--- src/rtl/flexbex_ibex_prefetch_req_if.sv ---
// ---------------------------------------------------------------------------
// flexbex_ibex_prefetch_req_if
//
// Purpose:
//   Bundles the two handshake buses of the instruction-fetch request engine.
//   - The instruction-memory request/response bus (req/gnt/rvalid).
//   - The push port into the fetch FIFO (valid/ready plus address and data).
//
// Modports:
//   master : used by the fetch engine. It drives the memory request and the
//            FIFO push, and receives gnt/rvalid/rdata and the FIFO ready.
//   slave  : used by the environment (memory plus FIFO). It is the mirror
//            image of master.
//
// Signals:
//   instr_req_o / instr_addr_o      memory request and word address
//   instr_gnt_i                     request accepted
//   instr_rvalid_i / instr_rdata_i  in-order response, one per grant
//   fifo_valid_o / fifo_ready_i     push handshake into the fetch FIFO
//   fifo_addr_o / fifo_rdata_o      address and data of the pushed word
//   fifo_clear_o                    flush the fetch FIFO (branch)
//
// Optional feature macro: FLEXBEX_FETCH_ERR_EN
//   When defined, two extra signals are added:
//   - instr_err_i qualifies rvalid with a bus error.
//   - fifo_err_o tags the pushed word as erroneous.
// ---------------------------------------------------------------------------
interface flexbex_ibex_prefetch_req_if;
    logic        instr_req_o;
    logic [31:0] instr_addr_o;
    logic        instr_gnt_i;
    logic        instr_rvalid_i;
    logic [31:0] instr_rdata_i;
`ifdef FLEXBEX_FETCH_ERR_EN
    logic        instr_err_i;
    logic        fifo_err_o;
`endif
    logic        fifo_valid_o;
    logic        fifo_ready_i;
    logic [31:0] fifo_addr_o;
    logic [31:0] fifo_rdata_o;
    logic        fifo_clear_o;

    modport master (
        output instr_req_o,
        output instr_addr_o,
        input  instr_gnt_i,
        input  instr_rvalid_i,
        input  instr_rdata_i,
`ifdef FLEXBEX_FETCH_ERR_EN
        input  instr_err_i,
        output fifo_err_o,
`endif
        output fifo_valid_o,
        input  fifo_ready_i,
        output fifo_addr_o,
        output fifo_rdata_o,
        output fifo_clear_o
    );

    modport slave (
        input  instr_req_o,
        input  instr_addr_o,
        output instr_gnt_i,
        output instr_rvalid_i,
        output instr_rdata_i,
`ifdef FLEXBEX_FETCH_ERR_EN
        output instr_err_i,
        input  fifo_err_o,
`endif
        input  fifo_valid_o,
        output fifo_ready_i,
        input  fifo_addr_o,
        input  fifo_rdata_o,
        input  fifo_clear_o
    );
endinterface

--- src/rtl/flexbex_ibex_prefetch_req.sv ---
// ---------------------------------------------------------------------------
// flexbex_ibex_prefetch_req
//
// Purpose:
//   Instruction-fetch request engine. It issues word-aligned sequential
//   fetches on the instruction-memory bus and tracks how many are in flight.
//   Returned words are pushed into the fetch FIFO. When the FIFO stalls, they
//   are held in a small skid buffer. On a branch, in-flight responses are
//   squashed and fetching restarts at the branch target.
//
// Parameters:
//   MAX_OUTSTANDING  Limit on in-flight requests plus buffered skid words
//                    (1..4). This is also the skid depth.
//
// Ports:
//   clk, rst        Clock. Synchronous active-high reset.
//   req_i           Fetch enable. Low stops new requests from being raised.
//   branch_i        One-cycle redirect pulse.
//   branch_addr_i   Redirect target. Bit 1 marks a halfword-aligned target.
//   busy_o          Requests in flight, or words sitting in the skid.
//   bus             Memory and FIFO push handshakes (master modport).
//
// Optional feature macro: FLEXBEX_FETCH_ERR_EN
//   When defined:
//   - bus.instr_err_i tags a response as a bus error.
//   - The word is pushed with bus.fifo_err_o set.
//   - Fetching stalls until the next branch.
//   When undefined, all responses are treated as good.
// ---------------------------------------------------------------------------
module flexbex_ibex_prefetch_req #(
    parameter int unsigned MAX_OUTSTANDING = 2
) (
    input  logic                               clk,
    input  logic                               rst,
    input  logic                               req_i,
    input  logic                               branch_i,
    input  logic [31:0]                        branch_addr_i,
    output logic                               busy_o,
    flexbex_ibex_prefetch_req_if.master        bus
);

    localparam int unsigned CNT_W = $clog2(MAX_OUTSTANDING + 1);
    localparam int unsigned PTR_W = (MAX_OUTSTANDING > 1) ? $clog2(MAX_OUTSTANDING) : 1;
    localparam int unsigned SUM_W = CNT_W + 1;
    localparam logic [SUM_W-1:0] MAX_SUM  = SUM_W'(MAX_OUTSTANDING);
    localparam logic [PTR_W-1:0] LAST_IDX = PTR_W'(MAX_OUTSTANDING - 1);

    typedef enum logic {
        IDLE,
        REQ
    } state_e;

    state_e             state_q, state_d;
    logic [31:0]        fetch_addr_q, fetch_addr_d;
    logic [31:0]        resp_addr_q, resp_addr_d;
    logic [CNT_W-1:0]   outstanding_q, outstanding_d;
    logic [CNT_W-1:0]   discard_q, discard_d;
    logic [CNT_W-1:0]   skid_count_q, skid_count_d;
    logic [PTR_W-1:0]   skid_rd_q, skid_rd_d;
    logic [PTR_W-1:0]   skid_wr_q, skid_wr_d;
    logic               target_valid_q, target_valid_d;
    logic [31:0]        skid_addr_q [MAX_OUTSTANDING];
    logic [31:0]        skid_data_q [MAX_OUTSTANDING];
`ifdef FLEXBEX_FETCH_ERR_EN
    logic               skid_err_q [MAX_OUTSTANDING];
    logic               err_block_q, err_block_d;
`endif

    logic               req_active;
    logic               gnt_fire;
    logic               rvalid_live;
    logic               resp_keep;
    logic               skid_empty;
    logic               pass_through;
    logic               skid_push;
    logic               skid_pop;
    logic               issue_ok;
    logic               resp_err;

    function automatic logic [PTR_W-1:0] ptr_inc(input logic [PTR_W-1:0] p);
        return (p == LAST_IDX) ? '0 : p + 1'b1;
    endfunction

    // Handshake qualification.
    // A response that arrives while nothing is outstanding is stray traffic
    // left over from before a reset, so it is ignored. A response seen in the
    // branch cycle belongs to the old stream and is never kept.
    always_comb begin
        req_active   = (state_q == REQ);
        gnt_fire     = req_active & bus.instr_gnt_i;
        rvalid_live  = bus.instr_rvalid_i & (outstanding_q != '0);
        resp_keep    = rvalid_live & (discard_q == '0) & ~branch_i;
        skid_empty   = (skid_count_q == '0);
        pass_through = resp_keep & skid_empty & bus.fifo_ready_i;
        skid_push    = resp_keep & ~pass_through;
        skid_pop     = ~skid_empty & bus.fifo_ready_i & ~branch_i;
`ifdef FLEXBEX_FETCH_ERR_EN
        resp_err     = bus.instr_err_i;
`else
        resp_err     = 1'b0;
`endif
    end

    // FIFO push port.
    // The skid head has priority, so words leave in arrival order. A fresh
    // response bypasses combinationally only when the skid is empty.
    always_comb begin
        bus.fifo_clear_o = branch_i;
        bus.fifo_valid_o = ~branch_i & (~skid_empty | pass_through);
        bus.fifo_addr_o  = skid_empty ? resp_addr_q : skid_addr_q[skid_rd_q];
        bus.fifo_rdata_o = skid_empty ? bus.instr_rdata_i : skid_data_q[skid_rd_q];
`ifdef FLEXBEX_FETCH_ERR_EN
        bus.fifo_err_o   = skid_empty ? bus.instr_err_i : skid_err_q[skid_rd_q];
`endif
        bus.instr_req_o  = req_active;
        bus.instr_addr_o = fetch_addr_q;
        busy_o           = (outstanding_q != '0) | ~skid_empty;
    end

    // Datapath next state: addresses, in-flight and discard counters, skid pointers.
    // A branch overrides everything else. Every request still in flight after
    // the branch cycle, including one granted in that very cycle, becomes a
    // word to discard.
    always_comb begin
        fetch_addr_d   = fetch_addr_q;
        resp_addr_d    = resp_addr_q;
        target_valid_d = target_valid_q | branch_i;
        outstanding_d  = outstanding_q + CNT_W'(gnt_fire) - CNT_W'(rvalid_live);
        discard_d      = discard_q;
        skid_rd_d      = skid_rd_q;
        skid_wr_d      = skid_wr_q;
        skid_count_d   = skid_count_q + CNT_W'(skid_push) - CNT_W'(skid_pop);
`ifdef FLEXBEX_FETCH_ERR_EN
        err_block_d    = err_block_q | (resp_keep & resp_err);
`endif

        if (gnt_fire) begin
            fetch_addr_d = fetch_addr_q + 32'd4;
        end
        if (rvalid_live && (discard_q != '0)) begin
            discard_d = discard_q - 1'b1;
        end
        if (resp_keep) begin
            resp_addr_d = {resp_addr_q[31:2] + 30'd1, 2'b00};
        end
        if (skid_push) begin
            skid_wr_d = ptr_inc(skid_wr_q);
        end
        if (skid_pop) begin
            skid_rd_d = ptr_inc(skid_rd_q);
        end

        if (branch_i) begin
            fetch_addr_d = {branch_addr_i[31:2], 2'b00};
            resp_addr_d  = branch_addr_i;
            discard_d    = outstanding_d;
            skid_rd_d    = '0;
            skid_wr_d    = '0;
            skid_count_d = '0;
`ifdef FLEXBEX_FETCH_ERR_EN
            err_block_d  = 1'b0;
`endif
        end
    end

    // Request FSM.
    // The credit check uses next-cycle occupancy, so a freshly raised request
    // always fits in the skid once it returns. A raised but ungranted request
    // is never withdrawn. A branch only changes the address it carries.
    always_comb begin
        issue_ok = req_i & target_valid_d
                 & ((SUM_W'(outstanding_d) + SUM_W'(skid_count_d)) < MAX_SUM);
`ifdef FLEXBEX_FETCH_ERR_EN
        issue_ok = issue_ok & ~err_block_d;
`endif
        state_d = state_q;
        unique case (state_q)
            IDLE: begin
                if (issue_ok) begin
                    state_d = REQ;
                end
            end
            REQ: begin
                if (gnt_fire && !issue_ok) begin
                    state_d = IDLE;
                end
            end
            default: state_d = IDLE;
        endcase
    end

    // Control registers. Reset drops every in-flight and buffered word.
    always_ff @(posedge clk) begin
        if (rst) begin
            state_q        <= IDLE;
            fetch_addr_q   <= '0;
            resp_addr_q    <= '0;
            outstanding_q  <= '0;
            discard_q      <= '0;
            skid_count_q   <= '0;
            skid_rd_q      <= '0;
            skid_wr_q      <= '0;
            target_valid_q <= 1'b0;
`ifdef FLEXBEX_FETCH_ERR_EN
            err_block_q    <= 1'b0;
`endif
        end else begin
            state_q        <= state_d;
            fetch_addr_q   <= fetch_addr_d;
            resp_addr_q    <= resp_addr_d;
            outstanding_q  <= outstanding_d;
            discard_q      <= discard_d;
            skid_count_q   <= skid_count_d;
            skid_rd_q      <= skid_rd_d;
            skid_wr_q      <= skid_wr_d;
            target_valid_q <= target_valid_d;
`ifdef FLEXBEX_FETCH_ERR_EN
            err_block_q    <= err_block_d;
`endif
        end
    end

    // Skid storage.
    // Only entries between the read and write pointers are meaningful, so the
    // payload needs no reset.
    always_ff @(posedge clk) begin
        if (skid_push) begin
            skid_addr_q[skid_wr_q] <= resp_addr_q;
            skid_data_q[skid_wr_q] <= bus.instr_rdata_i;
`ifdef FLEXBEX_FETCH_ERR_EN
            skid_err_q[skid_wr_q]  <= resp_err;
`endif
        end
    end

endmodule

--- src/flat_wrapper.sv ---
// flat-port wrapper written by rule: the top's interface ports become plain ports
module flexbex_ibex_prefetch_req_flat 
#(
    parameter int unsigned MAX_OUTSTANDING = 2
)
  (clk, rst, req_i, branch_i, branch_addr_i, busy_o, bus_instr_req_o, bus_instr_addr_o, bus_instr_gnt_i, bus_instr_rvalid_i, bus_instr_rdata_i, bus_fifo_valid_o, bus_fifo_ready_i, bus_fifo_addr_o, bus_fifo_rdata_o, bus_fifo_clear_o);
  flexbex_ibex_prefetch_req_if bus_i ();
  input  logic clk;
  input  logic rst;
  input  logic req_i;
  input  logic branch_i;
  input  logic [31:0] branch_addr_i;
  output logic busy_o;
  output wire logic [$bits(bus_i.instr_req_o)-1:0] bus_instr_req_o;
  output wire logic [$bits(bus_i.instr_addr_o)-1:0] bus_instr_addr_o;
  input wire logic [$bits(bus_i.instr_gnt_i)-1:0] bus_instr_gnt_i;
  input wire logic [$bits(bus_i.instr_rvalid_i)-1:0] bus_instr_rvalid_i;
  input wire logic [$bits(bus_i.instr_rdata_i)-1:0] bus_instr_rdata_i;
  output wire logic [$bits(bus_i.fifo_valid_o)-1:0] bus_fifo_valid_o;
  input wire logic [$bits(bus_i.fifo_ready_i)-1:0] bus_fifo_ready_i;
  output wire logic [$bits(bus_i.fifo_addr_o)-1:0] bus_fifo_addr_o;
  output wire logic [$bits(bus_i.fifo_rdata_o)-1:0] bus_fifo_rdata_o;
  output wire logic [$bits(bus_i.fifo_clear_o)-1:0] bus_fifo_clear_o;
  assign bus_instr_req_o = bus_i.instr_req_o;
  assign bus_instr_addr_o = bus_i.instr_addr_o;
  assign bus_i.instr_gnt_i = bus_instr_gnt_i;
  assign bus_i.instr_rvalid_i = bus_instr_rvalid_i;
  assign bus_i.instr_rdata_i = bus_instr_rdata_i;
  assign bus_fifo_valid_o = bus_i.fifo_valid_o;
  assign bus_i.fifo_ready_i = bus_fifo_ready_i;
  assign bus_fifo_addr_o = bus_i.fifo_addr_o;
  assign bus_fifo_rdata_o = bus_i.fifo_rdata_o;
  assign bus_fifo_clear_o = bus_i.fifo_clear_o;
  flexbex_ibex_prefetch_req #(.MAX_OUTSTANDING(MAX_OUTSTANDING)) u_core (.clk(clk), .rst(rst), .req_i(req_i), .branch_i(branch_i), .branch_addr_i(branch_addr_i), .busy_o(busy_o), .bus(bus_i));
endmodule
--- config.mk ---
export PLATFORM = sky130hd
export DESIGN_NAME = flexbex_ibex_prefetch_req_flat
export DESIGN_NICKNAME = d
export VERILOG_FILES = /design/src/rtl/flexbex_ibex_prefetch_req_if.sv /design/src/rtl/flexbex_ibex_prefetch_req.sv /design/src/flat_wrapper.sv
export SDC_FILE = /design/constraint.sdc
export NUM_CORES = 1
export LEC_CHECK = 0
export BUFFER_PORTS_ARGS = -buffer_cell sky130_fd_sc_hd__buf_2
export CAP_MARGIN = 20
export CORE_ASPECT_RATIO = 2
export CORE_UTILIZATION = 45
export CTS_BUF_LIST = sky130_fd_sc_hd__clkbuf_2
export DETAILED_ROUTE_END_ITERATION = 12
export GPL_TIMING_DRIVEN = 0
export PLACE_DENSITY = 0.79
export SLEW_MARGIN = 10
export SYNTH_ARGS = -nofsm -noshare
export SYNTH_HDL_FRONTEND = slang
export SYNTH_SLANG_ARGS = --single-unit
export TNS_END_PERCENT = 10
--- constraint.sdc ---
create_clock -name clk -period 12.9 [get_ports clk]
set_input_delay 2.58 -clock clk [delete_from_list [all_inputs] [get_ports clk]]
set_output_delay 2.58 -clock clk [all_outputs]
set_load 0.1 [all_outputs]
* Yosys cells after proc, flatten, opt, wreduce, memory -nomap -nowiden
Memory sizes are Yosys's and may differ from the RTL's. A register that Yosys moved wholly into a read port is not among the register bits. Index checks and enable logic that the tools add are counted.
Cells by class: add/subtract/negate cells 10, magnitude comparators 1, mux-type cells 20, bitwise logic cells 19, reductions and logical operators 11
Operators by type and width (count):
- two-way mux 32 bit | 6
- adder 32 x 3 -> 32 bit, second input constant | 1
- adder 30 x 1 -> 30 bit, second input constant | 1
- bitwise AND 1 bit | 12
- two-way mux 1 bit | 10
- nonzero test 2 bit | 5
- two-way mux 2 bit | 3
- adder 2 x 1 -> 2 bit | 2
- logical NOT 2 bit | 2
- NOT 1 bit | 4
- subtractor 2 x 1 -> 2 bit | 2
- adder 2 x 2 -> 3 bit | 1
- less-than comparator 3 x 2 -> 1 bit, second input constant | 1
- OR 1 bit | 3
- adder 1 bit, second input constant | 2
- logical AND 1 bit | 2
- one-hot mux 1 bit (2 select lines) | 1
- OR reduction 2 bit | 1
- subtractor 2 x 1 -> 2 bit, second input constant | 1
- logical NOT 1 bit | 1
Word-level totals: flip-flop bits (word level) 74, memory bits (writable) 128, output and inout port bits 100, memories 2
Memories:
- u_core.skid_addr_q | words 2, bits a word 32, rd ports 1, clocked after memory_dff 1, write ports 1, RTL line flexbex_ibex_prefetch_req.sv:62 | logic [31:0] skid_addr_q [MAX_OUTSTANDING];
- u_core.skid_data_q | words 2, bits a word 32, rd ports 1, clocked after memory_dff 1, write ports 1, RTL line flexbex_ibex_prefetch_req.sv:63 | logic [31:0] skid_data_q [MAX_OUTSTANDING];

* Logic depth before layout (Yosys ltp)
word-level depth 18, depth in mapped cells 14

* Worst setup path before layout
OpenSTA, ideal clock, no wires.
kind input to output, start point input branch_i, end point output bus_fifo_valid_o, arrival 4432 ps, slack 5888 ps, stages on the path 4, buffers on the path 3, path through clkbuf_1 > clkbuf_1 > clkbuf_1 > nor2_1
On the way: word-level cells in the longest chain between the ends 6
RTL lines:
- start, declared | RTL line flat_wrapper.sv:11 | input logic branch_i;
- NOT 1 bit * | RTL line flexbex_ibex_prefetch_req.sv:92, flexbex_ibex_prefetch_req.sv:109
- bitwise AND 1 bit | RTL line flexbex_ibex_prefetch_req.sv:92 | resp_keep = rvalid_live & (discard_q == '0) & ~branch_i;
- bitwise AND 1 bit (2 in series) | RTL line flexbex_ibex_prefetch_req.sv:94 | pass_through = resp_keep & skid_empty & bus.fifo_ready_i;
- OR 1 bit | RTL line flexbex_ibex_prefetch_req.sv:109 | bus.fifo_valid_o = ~branch_i & (~skid_empty | pass_through);
- bitwise AND 1 bit * | RTL line flexbex_ibex_prefetch_req.sv:109
- end, declared | RTL line flat_wrapper.sv:19 | output wire logic [$bits(bus_i.fifo_valid_o)-1:0] bus_fifo_valid_o;
Mark *: on every way between the ends. The rest lies on a longest branch, timed or not.

* Worst setup path in the final report
Ends and elaborated chain as after synthesis.

==> results.md <==
Routing:
- The final antenna-violating net count is 0.
- The first routing iteration left roughly 410 violations.
- The aggregate routed wire length is 25.2 mm.
- The total iterations of the first detailed-routing run is 5.
- Dividing the detail-routed via count by the number of cells gives approximately 5.7.
- In the final routed layout, each cell accounts on average for about 18 um.
- In the routed design, unresolved DRC markers number 0.
- Across all layers, the routed design uses 7798 vias.

STA:
- Between clock sinks in the finished design, the worst skew comes to around 0.11 ns.
- The number of max-slew violations in the final report is 0.
- The setup TNS after final layout is 0 ns.
- The post-layout minimum cycle time is roughly 7 ns.
- The final-report setup violation count is 0.
- Timing would allow up to about 140 MHz.
- Setup repair after global routing left no endpoint under its margin.
- The worst path uses between 50 and 60% of the clock period.
- The relative slew slack is between 30% and 40%.
- The number of hold-slack violations in the final timing report is 0.
- The worst-margin pin slew is roughly 0.97 ns.

Setup path:
- The arrival time at the worst endpoint is 4.41 ns.
- Data on the critical path is required at its endpoint by around 10 ns.
- The worst setup path is of the in2out kind.
- The worst setup path is captured at an output port.
- The register-to-register setup slack is 9.82 ns.
- Measured in cells, the most critical reg-to-reg path has a length of 12.
- The startpoint identified for the worst register-to-register timing path is u_core.discard_q[0].
- The worst setup path is launched from an input port.
- The capturing point of the worst reg2reg path is u_core.bus.instr_req_o.
- The origin of the worst setup path is branch_i.
- Of all nets on the critical path, the largest fanout is 10.

Clock tree:
- The quantity of gates resized following cts is 0.
- TritonCTS built the clock tree.
- The clock tree root driver cell is sky130_fd_sc_hd__clkbuf_2.
- The worst-case clock buffer depth is 3.
- The number of hold buffers added after CTS was 0.
- The number of clock sinks is between 200 and 250.
- The number of clock buffers added by TritonCTS is 43.
- Clock-pin slew was measured on the worst setup and hold paths at 0.12 ns.
- The clock reaches the later pin of the worst-skew pair after 0.78 ns.
- The number of buffers added for setup after CTS is 0.
- CTS built an H-tree with a depth of 2.

Layout:
- The post-route netlist has 22.9% of its cells at a drive strength greater than 1.
- In the layout the commonest cells are 167 x sky130_fd_sc_hd__buf_2, 128 x sky130_fd_sc_hd__edfxtp_1, 97 x sky130_fd_sc_hd__nand2_1, 73 x sky130_fd_sc_hd__o21ai_0, 73 x sky130_fd_sc_hd__dfxtp_1.
- The area growth from synthesis to layout is 17.6%.
- The layout net count is around 1200.
- The library cell used most frequently in the layout, excluding fill and tap cells, is sky130_fd_sc_hd__buf_2.

Power:
- The switching power of the nets is between 500 and 600 uW.
- Registers are responsible for between 40% and 50% of the overall power.
- Internal power comes to approximately 930 uW.
- The cell leakage power is approximately 0.004 uW.
- Per report_power, the clock group accounts for between 20 and 25% of the total.
- Per report_power, the combinational group accounts for about a quarter of the total.
- Of the total power, the share spent switching nets is between 30% and 40%.
- The total power divided by cell area is between 100 and 150 nW/um2.
- The largest vdd supply drop is 0.0000793 V.
- Total power for the finished layout comes to approximately 1500 uW.

GRT:
- The initial antenna violation count is 2.
- In the global route stage, overall resource usage came out at 23.4%.
- The first global-routing pass estimated roughly 39 mm of wire.
- The residual overflow from global routing is 0.
- The number of global-route vias before repair came to 7741.
- The maximum number of pins on one net before global-route repair is 34.

Placed design:
- The weighted congestion at the end of routability-driven global placement is 0.952.
- Port buffering added about 170 buffers.
- The post-DP HPWL is approximately 19 mm.

Logic synthesis:
- After synthesis, the mean cell area works out to about 11 um2.
- Sequential elements use a little under three fifths of the synthesized area.
- The flip-flop and latch count after synthesis is between 200 and 250.
- The post-synthesis cell type count is 57.
- The cell area after technology mapping is 9310 um2.
- Among all flip-flop cells after synthesis, the most frequent one is sky130_fd_sc_hd__edfxtp_1.
- The Yosys step of the flow raised 0 warnings.
- The synthesized instance count is roughly 860.
- The count of flip-flops with a built-in enable after synthesis is between 100 and 150.
- In the synthesized netlist the async set-or-reset flop fraction comes to 0%.

Die:
- The number of top-level pins is around 170.
- The die is just over 100 um wide.
- In this run the standard cell core region covers between 20000 and 25000 um2.
- Once the floorplan was initialized, standard cells occupied a little under half of the core.
- In this run the vertical extent of the chip is slightly above 200 um.
- The overall die area is 21300 um2.
- The number of placement rows is 74.

Outcome:
- The flow ran to the end, and the final reports show no timing, DRC or antenna violations.

Hold path:
- The endpoint with the worst hold slack is u_core.skid_addr_q[0][18].
- In this run the worst hold path is classified as reg2reg.
- The worst hold path begins at u_core.resp_addr_q[18].
- Counting instances, the worst hold path has a depth of 0.

Run:
- The max-cap violation count is 0.
[power groups by stage]
stage | Combinational, uW | Sequential, uW | Clock [uW]
3_5_place_dp | 398 | 763 | 0
3_3_place_gp | 390 | 764 | 0
5_1_grt | 419 | 754 | 413
4_1_cts | 400 | 748 | 386
6_report | 399 | 750 | 375
2_1_floorplan | 264 | 808 | 0
[critical path: stages]
cell,delay [ns]
sky130_fd_sc_hd__clkbuf_1,0.43
sky130_fd_sc_hd__clkbuf_1,0.57
sky130_fd_sc_hd__clkbuf_1,0.40
sky130_fd_sc_hd__nor2_1,0.11
sky130_fd_sc_hd__buf_2,0.31
[flip-flops by register name (all words and copies together) (netlist names), named ones only]
signal                   count
u_core.skid_addr_q          64
u_core.skid_data_q          64
u_core.resp_addr_q          32
u_core.bus.instr_addr_o     30
u_core.discard_q             2
u_core.outstanding_q         2
u_core.skid_count_q          2
u_core.bus.instr_req_o       1
u_core.skid_rd_q             1
u_core.skid_wr_q             1
u_core.target_valid_q        1
[metal layers]
layer  vias to the layer above  track usage, %  wire [um]
met5                         -               0          0
met4                         0            17.6       1590
met3                       101            3.07       1380
met2                       354            44.3      13400
met1                      3664            23.0       8800
li1                       3679               -          -
[cells by family after synthesis]
group / synth area share [%]
AND/OR/NAND/NOR: 15.0
other: 0.0403
buffers and inverters: 3.78
multiplexers: 6.88
adder cells (fa/ha/maj): 1.16
XOR/XNOR: 2.54
flip-flops: 57.0
AO/OA/AOI/OAI: 13.6
[stage by stage]
step	utilization [%]	instance area, um2	hold slack (ns)	std cells	setup slack (ns)
2_1_floorplan	-	9310	0.424	858	5.89
3_3_place_gp	51.4	10500	0.427	1290	4.49
3_5_place_dp	51.8	10500	0.439	1293	5.93
4_1_cts	53.7	10900	0.461	1373	5.92
5_1_grt	53.7	10900	0.470	1376	5.87
6_report	53.7	10900	0.452	1376	5.91
[synth_stat cells (2+ instances only)]
library cell	number	area, um2
sky130_fd_sc_hd__ha_1	7	87.6
sky130_fd_sc_hd__o21a_1	5	37.5
sky130_fd_sc_hd__and4_1	14	123
sky130_fd_sc_hd__xnor2_1	23	201
sky130_fd_sc_hd__a31oi_1	14	87.6
sky130_fd_sc_hd__nor3b_1	3	22.5
sky130_fd_sc_hd__and3_1	7	43.8
sky130_fd_sc_hd__nand4_1	21	131
sky130_fd_sc_hd__o31ai_1	9	67.6
sky130_fd_sc_hd__nor3_1	25	125
sky130_fd_sc_hd__nand2_1	97	364
sky130_fd_sc_hd__a211oi_1	10	75.1
sky130_fd_sc_hd__o21ai_0	73	365
sky130_fd_sc_hd__or2_2	3	18.8
sky130_fd_sc_hd__and2_1	3	18.8
sky130_fd_sc_hd__o311a_1	2	20.0
sky130_fd_sc_hd__or3_1	6	37.5
sky130_fd_sc_hd__inv_1	35	131
sky130_fd_sc_hd__dfxtp_1	73	1460
sky130_fd_sc_hd__or4_1	7	52.6
sky130_fd_sc_hd__a211o_1	2	17.5
sky130_fd_sc_hd__mux2i_1	64	641
sky130_fd_sc_hd__a21boi_0	19	143
sky130_fd_sc_hd__nor2_1	21	78.8
sky130_fd_sc_hd__buf_1	7	26.3
sky130_fd_sc_hd__nor4_1	25	156
sky130_fd_sc_hd__o31a_1	15	131
sky130_fd_sc_hd__o21bai_1	9	67.6
sky130_fd_sc_hd__nor2b_1	7	43.8
sky130_fd_sc_hd__nand3_1	25	125
sky130_fd_sc_hd__xor2_1	4	35.0
sky130_fd_sc_hd__a21oi_1	27	135
sky130_fd_sc_hd__clkbuf_1	40	150
sky130_fd_sc_hd__buf_4	4	30.0
sky130_fd_sc_hd__a21o_1	2	15.0
sky130_fd_sc_hd__edfxtp_1	128	3840
[layout make-up]
type	instances	area, um2
sequential	201	5310
buffer	53	216
fill	1842	9420
timing repair buffer	170	896
antenna	2	5.00
inverter	36	135
clock inverter	22	100
multi-input combinational	568	3670
tap	266	333
clock buffer	58	290
[how the worst max path moves through the flow]
stage | to | slack (ns) | cells after the start
after floorplan | bus_fifo_valid_o | 5.89 | 4
after global placement | u_core.skid_data_q[0][31] | 4.49 | 4
after detailed placement | bus_fifo_valid_o | 5.93 | 5
after CTS | bus_fifo_valid_o | 5.92 | 5
after global routing | bus_fifo_valid_o | 5.87 | 5
final | bus_fifo_valid_o | 5.91 | 5
Note: power is estimated with default switching activity, not from simulation.
